## config.mk

```make
export PLATFORM = sky130hd
export DESIGN_NAME = a0_trace_buffer_flat
export DESIGN_NICKNAME = d
export VERILOG_FILES = /design/src/rtl/a0_trace_buffer_pkg.sv /design/src/rtl/a0_trace_buffer_if.sv /design/src/rtl/a0_trace_buffer_sync_fifo.sv /design/src/rtl/a0_trace_buffer.sv /design/src/flat_wrapper.sv
export SDC_FILE = /design/constraint.sdc
export NUM_CORES = 1
export LEC_CHECK = 0
export BUFFER_PORTS_ARGS = -buffer_cell sky130_fd_sc_hd__buf_2
export CAP_MARGIN = 10
export CORE_AREA = 2 2 336 338
export DETAILED_ROUTE_END_ITERATION = 10
export DIE_AREA = 0 0 338 340
export PLACE_DENSITY_LB_ADDON = 0.08
export SYNTH_ARGS = -nofsm -noshare
export SYNTH_HDL_FRONTEND = slang
export SYNTH_SLANG_ARGS = --single-unit
```

## constraint.sdc

```tcl
create_clock -name clk -period 5.7 [get_ports clk]
set_input_delay 1.14 -clock clk [delete_from_list [all_inputs] [get_ports clk]]
set_output_delay 1.14 -clock clk [all_outputs]
set_load 0.05 [all_outputs]
```

## src/rtl/a0_trace_buffer_pkg.sv

```systemverilog
// ============================================================================
// a0_trace_buffer_pkg : shared types, widths and helpers for the a0 trace buffer
// Revision: 1.0
// ============================================================================
`default_nettype none

package a0_trace_buffer_pkg;

    localparam int DATA_W     = 32;
    localparam int TS_W_DFLT  = 16;
    localparam int OVF_W      = 8;

    typedef logic [DATA_W-1:0] DATA_BUS;

    // Entry layout at the default timestamp width; the top re-declares the
    // same layout against its own TS_WIDTH parameter.
    typedef struct packed {
        logic [TS_W_DFLT-1:0] ts;
        DATA_BUS              data;
    } trace_entry_t;

    function automatic logic [OVF_W-1:0] sat_inc(input logic [OVF_W-1:0] v);
        return (v == {OVF_W{1'b1}}) ? v : v + OVF_W'(1);
    endfunction

endpackage

`default_nettype wire

```

## src/rtl/a0_trace_buffer_if.sv

```systemverilog
// ============================================================================
// a0_trace_buffer_if : capture input plus valid/ready drain port and status
// Revision: 1.0
// ============================================================================
`default_nettype none

interface a0_trace_buffer_if
    import a0_trace_buffer_pkg::*;
#(
    parameter int DEPTH    = 16,
    parameter int TS_WIDTH = 16
);
    logic                       en;
    DATA_BUS                    a0;
    logic                       out_valid;
    logic                       out_ready;
    DATA_BUS                    out_data;
    logic [TS_WIDTH-1:0]        out_ts;
    logic [$clog2(DEPTH):0]     count;
    logic                       full;
    logic [OVF_W-1:0]           overflow_cnt;

    modport slave (
        input  en, a0, out_ready,
        output out_valid, out_data, out_ts, count, full, overflow_cnt
    );

    modport master (
        output en, a0, out_ready,
        input  out_valid, out_data, out_ts, count, full, overflow_cnt
    );
endinterface

`default_nettype wire

```

## src/rtl/a0_trace_buffer_sync_fifo.sv

```systemverilog
// ============================================================================
// a0_trace_buffer_sync_fifo : first-word-fall-through FIFO with push/pop
//                             arbitration and drop indication
// Revision: 1.0
// ============================================================================
`default_nettype none

module a0_trace_buffer_sync_fifo #(
    parameter int WIDTH = 48,
    parameter int DEPTH = 16
) (
    input  wire logic                     clk,
    input  wire logic                     rst,
    input  wire logic                     wr_en,
    input  wire logic [WIDTH-1:0]         wr_data,
    input  wire logic                     rd_ready,
    output logic                          rd_valid,
    output logic      [WIDTH-1:0]         rd_data,
    output logic                          full,
    output logic      [$clog2(DEPTH):0]   count,
    output logic                          dropped
);
    localparam int AW = $clog2(DEPTH);
    localparam int CW = AW + 1;
    localparam logic [CW-1:0] FULL_CNT = CW'(DEPTH);

    logic [WIDTH-1:0] mem [DEPTH];
    logic [AW-1:0]    wr_ptr;
    logic [AW-1:0]    rd_ptr;
    logic             empty;
    logic             push;
    logic             pop;
    logic [CW-1:0]    count_nxt;

    assign empty    = (count == '0);
    assign rd_valid = ~empty;
    assign pop      = rd_valid & rd_ready;
    // A pop in the same cycle frees the slot the push needs.
    assign push     = wr_en & (~full | pop);
    assign dropped  = wr_en & full & ~pop;
    assign rd_data  = empty ? '0 : mem[rd_ptr];

    always_comb begin
        count_nxt = count;
        case ({push, pop})
            2'b10:   count_nxt = count + CW'(1);
            2'b01:   count_nxt = count - CW'(1);
            default: count_nxt = count;
        endcase
    end

    always_ff @(posedge clk) begin
        if (push) mem[wr_ptr] <= wr_data;
    end

    always_ff @(posedge clk or negedge rst) begin
        if (!rst) begin
            wr_ptr <= '0;
            rd_ptr <= '0;
            count  <= '0;
            full   <= 1'b0;
        end else begin
            if (push) wr_ptr <= wr_ptr + AW'(1);
            if (pop)  rd_ptr <= rd_ptr + AW'(1);
            count <= count_nxt;
            full  <= (count_nxt == FULL_CNT);
        end
    end

endmodule

`default_nettype wire

```

## src/rtl/a0_trace_buffer.sv

```systemverilog
// ============================================================================
// a0_trace_buffer : timestamps a0 updates into a FIFO drained by a slow sink,
//                   counting captures dropped while full
// Revision: 1.0
// ============================================================================
`default_nettype none

module a0_trace_buffer
    import a0_trace_buffer_pkg::*;
#(
    parameter int DEPTH       = 16,
    parameter int TS_WIDTH    = 16,
    parameter bit CAPTURE_ALL = 1'b0
) (
    input wire logic         clk,
    input wire logic         rst,
    a0_trace_buffer_if.slave bus
);
    typedef struct packed {
        logic [TS_WIDTH-1:0] ts;
        DATA_BUS             data;
    } entry_t;

    logic [TS_WIDTH-1:0] ts;
    DATA_BUS             prev_a0;
    logic                seen;
    logic                capture;
    logic                drop;
    logic [OVF_W-1:0]    ovf_cnt;
    entry_t              wr_entry;
    entry_t              rd_entry;

    assign capture  = bus.en & (CAPTURE_ALL | ~seen | (bus.a0 != prev_a0));
    assign wr_entry = '{ts: ts, data: bus.a0};

    always_ff @(posedge clk or negedge rst) begin
        if (!rst) begin
            ts      <= '0;
            prev_a0 <= '0;
            seen    <= 1'b0;
            ovf_cnt <= '0;
        end else begin
            if (bus.en) begin
                ts      <= ts + TS_WIDTH'(1);
                prev_a0 <= bus.a0;
            end
            // Dropping en forgets history so re-enable always logs one sample.
            seen <= bus.en;
            if (drop) ovf_cnt <= sat_inc(ovf_cnt);
        end
    end

    a0_trace_buffer_sync_fifo #(
        .WIDTH ($bits(entry_t)),
        .DEPTH (DEPTH)
    ) u_fifo (
        .clk      (clk),
        .rst      (rst),
        .wr_en    (capture),
        .wr_data  (wr_entry),
        .rd_ready (bus.out_ready),
        .rd_valid (bus.out_valid),
        .rd_data  (rd_entry),
        .full     (bus.full),
        .count    (bus.count),
        .dropped  (drop)
    );

    assign bus.out_data     = rd_entry.data;
    assign bus.out_ts       = rd_entry.ts;
    assign bus.overflow_cnt = ovf_cnt;

endmodule

`default_nettype wire

```

## src/flat_wrapper.sv

```systemverilog
// flat-port wrapper written by rule: the top's interface ports become plain ports
module a0_trace_buffer_flat import a0_trace_buffer_pkg::*;
#(
    parameter int DEPTH       = 16,
    parameter int TS_WIDTH    = 16,
    parameter bit CAPTURE_ALL = 1'b0
)
  (clk, rst, bus_en, bus_a0, bus_out_ready, bus_out_valid, bus_out_data, bus_out_ts, bus_count, bus_full, bus_overflow_cnt);
  a0_trace_buffer_if #(.DEPTH(DEPTH), .TS_WIDTH(TS_WIDTH)) bus_i ();
  input wire logic clk;
  input wire logic rst;
  input wire logic [$bits(bus_i.en)-1:0] bus_en;
  input wire logic [$bits(bus_i.a0)-1:0] bus_a0;
  input wire logic [$bits(bus_i.out_ready)-1:0] bus_out_ready;
  output wire logic [$bits(bus_i.out_valid)-1:0] bus_out_valid;
  output wire logic [$bits(bus_i.out_data)-1:0] bus_out_data;
  output wire logic [$bits(bus_i.out_ts)-1:0] bus_out_ts;
  output wire logic [$bits(bus_i.count)-1:0] bus_count;
  output wire logic [$bits(bus_i.full)-1:0] bus_full;
  output wire logic [$bits(bus_i.overflow_cnt)-1:0] bus_overflow_cnt;
  assign bus_i.en = bus_en;
  assign bus_i.a0 = bus_a0;
  assign bus_i.out_ready = bus_out_ready;
  assign bus_out_valid = bus_i.out_valid;
  assign bus_out_data = bus_i.out_data;
  assign bus_out_ts = bus_i.out_ts;
  assign bus_count = bus_i.count;
  assign bus_full = bus_i.full;
  assign bus_overflow_cnt = bus_i.overflow_cnt;
  a0_trace_buffer #(.DEPTH(DEPTH), .TS_WIDTH(TS_WIDTH), .CAPTURE_ALL(CAPTURE_ALL)) u_core (.clk(clk), .rst(rst), .bus(bus_i));
endmodule
```

==> flow_summary.toml <==
[outcome]
run_status = "complete, no violations"

[yosys]
synthTopCellsByArea = "edfxtp_1 (70%), mux4_2 (12%), dfrtp_1 (5.4%)"
synth_xor_area_share_pct = 1.561
yosysMostFrequentCell = "edfxtp_1"
syn_area_per_cell_um2 = 23.01
synth_top_area_share_pct = 69.68
synth_mux_area_share_pct = 18.24
ys_seq_area_share_pct = 75.05
ys_types = 42
synth_top_family_by_area = "multiplexers"
synth_compound_area_share_pct = 0.6314
synth_top_area_cell = "edfxtp_1"
yosys_warnings = 0
synthTopCellsByCount = "edfxtp_1 (768), mux4_2 (177), dfrtp_1 (71)"
syn_area_um2 = 33100
synthArstFlopShare_pct = 8.462
synth_edf_count = 768
synthFlopType = "edfxtp_1"
synth.ff_latch_count = 839
yosys.area_share.simple_pct = 2.559
synth-adder-area-share_pct = 0.3781
syn_nets = 1484
synth_cells = 1438

[placed_design]
port_buffers = 98
dp_hpwl_um = 45220
pre_cts_ws_ns = 0.7222
globalplace.congestion = 0.6812

[critical_path]
end_kind = "output pin"
critPathRequiredTime_ns = 4.56
critPathLaunchType = "flop"
critPathMaxFanout = 23
crit_type = "reg -> out"
cp.arrival_ns = 3.54

[power_and_ir_drop]
power_frac_seq_pct = 39.5
ir_worst_vdd_mv = 0.2802
swShare_pct = 33.69
p_comb_share_pct = 31.5
p_leak_uw = 0.01262
power_uw = 20380
power.density_nw_per_um2 = 529.5
p_sw_uw = 6865
p_int_uw = 13510
power_frac_clock_pct = 29.0

[clock_tree]
cts.sinks = 839
cts_tree = "built"
post_cts_resized = 0
root_buffer = "clkbuf_16"
cts_setup_buffers = 0
clkSlewWorstSetupHoldPaths_ns = 0.06
clkLatencyLatePin_ns = 0.68
postCtsHoldBufs = 0
cts_made_buffers = 97
htreeDepth = 3
clockBufferDepth = 3

[global_routing]
grt_pass1_wl_um = 125300
antenna_found_initial = 5
grt_usage_pct = 15.40
grt_max_degree = 50
overflow = 0
grt_pass1_vias = 16890

[floorplanning]
die_w_um = 338
chipHeight_um = 340
rows = 123
fp.coreArea_um2 = 111600
dieArea_um2 = 114900
io_pins = 99
start_util_pct = 29.66

[finish]
drive_above_1_share_pct = 30.06
regArea_um2 = 24850
multi_input_area_um2 = 7835
final_core_util_pct = 34.49
layout.nets = 1646
areaGrowthSynthToFinish_pct = 16.26
fillCellCount = 10470

[drt]
wl_per_cell_um = 27.17
dr.pass1.iters = 5
drc = 0
vias = 15200
via_per_inst = 4.777
first_iter_violations = 1072
wl_um = 86440
postRouteAntennaNets = 0

[min_path]
hold_class = "in -> async"

[timing]
tightest_slew_ns = 1.021
fin_hold_ws_ns = 0.4177
drv_slew = 0
max_slew_margin_pct = 31.38
fin_ws_ns = 1.019
hold_viol_final = 0
finClkSkew_ns = 0.04394
final-setup-viol-count = 0
period_share_pct = 82.12
rsz0062_at_grt = "no"
setup_tns_ns = 0
min_period_ns = 4.681
max_freq_mhz = 213.6

[run]
maxCapViolations = 0
-- power by group through the flow --
| stage | Clock [µW] | Combinational (µW) | Sequential, µW |
|---|---|---|---|
| detailed placement | 0 | 6640 | 8210 |
| global placement | 0 | 6630 | 8170 |
| global route | 6320 | 6870 | 8140 |
| CTS | 6090 | 6650 | 8080 |
| finish | 5900 | 6420 | 8050 |
| floorplan | 0 | 4880 | 7920 |
-- worst paths after layout --
path                                          from                endpoint  slack (ns)  cells after the start
setup / recovery           u_core.u_fifo.rd_ptr[0]        bus_out_data[28]        1.02                      5
hold / removal                                 rst  u_core.u_fifo.count[4]        0.42                      1
setup reg to reg                 u_core.prev_a0[4]      u_core.u_fifo.full        1.65                     14
hold reg to reg                 u_core.prev_a0[30]      u_core.prev_a0[30]        0.53                      1
max in group asynchronous                      rst      u_core.prev_a0[14]        4.13                      2
min in group clk                u_core.prev_a0[30]      u_core.prev_a0[30]        0.53                      1
-- cell type report --
cell class | instances | share of cell area [%]
Antenna cell | 2 | 0.01301
Clock buffer | 141 | 7.134
Clock inverter | 38 | 0.6926
Inverter | 5 | 0.04878
Multi-Input combinational cell | 523 | 20.36
Sequential cell | 839 | 64.59
Tap cell | 1500 | 4.878
Timing Repair Buffer | 134 | 2.276
-- critical path: stages (launching register included) --
cell and delay (ns):
dfrtp_4 0.79, buf_4 0.46, mux4_1 0.64, mux4_2 0.54, and2_1 0.19, buf_2 0.21
-- kinds of logic after synthesis --
family,count (synthesis)
xor gates and xnor gates,59
muxes,275
DFF,839
AOI/OAI and AO/OA,30
buffers and inverters,76
adders and majority gates,10
and+or+nand+nor,149
-- routing by layer --
| layer | vias up | global-route usage [%] | share of wire, % |
|---|---|---|---|
| met5 | - | 0 | 0 |
| met2 | 293 | 25.44 | 49 |
| met4 | 0 | 3.981 | 1.9 |
| li1 | 6446 | - | - |
| met1 | 8351 | 21.37 | 45 |
| met3 | 109 | 2.148 | 3.5 |
-- sequential cells by signal (all words and copies together) (netlist names) --
| name | count |
|---|---|
| u_core.u_fifo.full | 1 |
| u_core.seen | 1 |
| u_core.prev_a0 | 32 |
| u_core.u_fifo.count | 5 |
| u_core.bus.overflow_cnt | 8 |
| u_core.u_fifo.rd_ptr | 4 |
| u_core.u_fifo.wr_ptr | 4 |
| u_core.ts | 16 |
| u_core.u_fifo.mem | 768 |
-- stage by stage --
step / std cells / cell area, µm²
finish: 3182 / 38480
global placement: 3001 / 35460
floorplan: 1438 / 33100
global route: 3180 / 38470
CTS: 3180 / 38470
detailed placement: 3001 / 35460
-- layout by cell type (no fill, tap or decap), drive strengths merged, types with 2 or more instances in the layout --
| cell type | instances |
|---|---|
| edfxtp | 768 |
| mux4 | 240 |
| clkbuf | 141 |
| buf | 134 |
| dfrtp | 71 |
| xnor2 | 52 |
| and2 | 50 |
| mux2 | 35 |
| clkinv | 30 |
| nand4 | 17 |
| and3 | 17 |
| nand2 | 16 |
| nor2 | 13 |
| nand3 | 11 |
| o21ai | 11 |
| ha | 10 |
| inv | 8 |
| xor2 | 7 |
| nor3 | 7 |
| nor4 | 5 |
| nor2b | 4 |
| or3 | 4 |
| o2bb2ai | 4 |
| a22oi | 3 |
| nand2b | 3 |
| bufinv | 3 |
| diode | 2 |
| a21oi | 2 |
| a21o | 2 |
| clkinvlp | 2 |
| a31o | 2 |
Note: power is estimated with default switching activity, not from simulation.
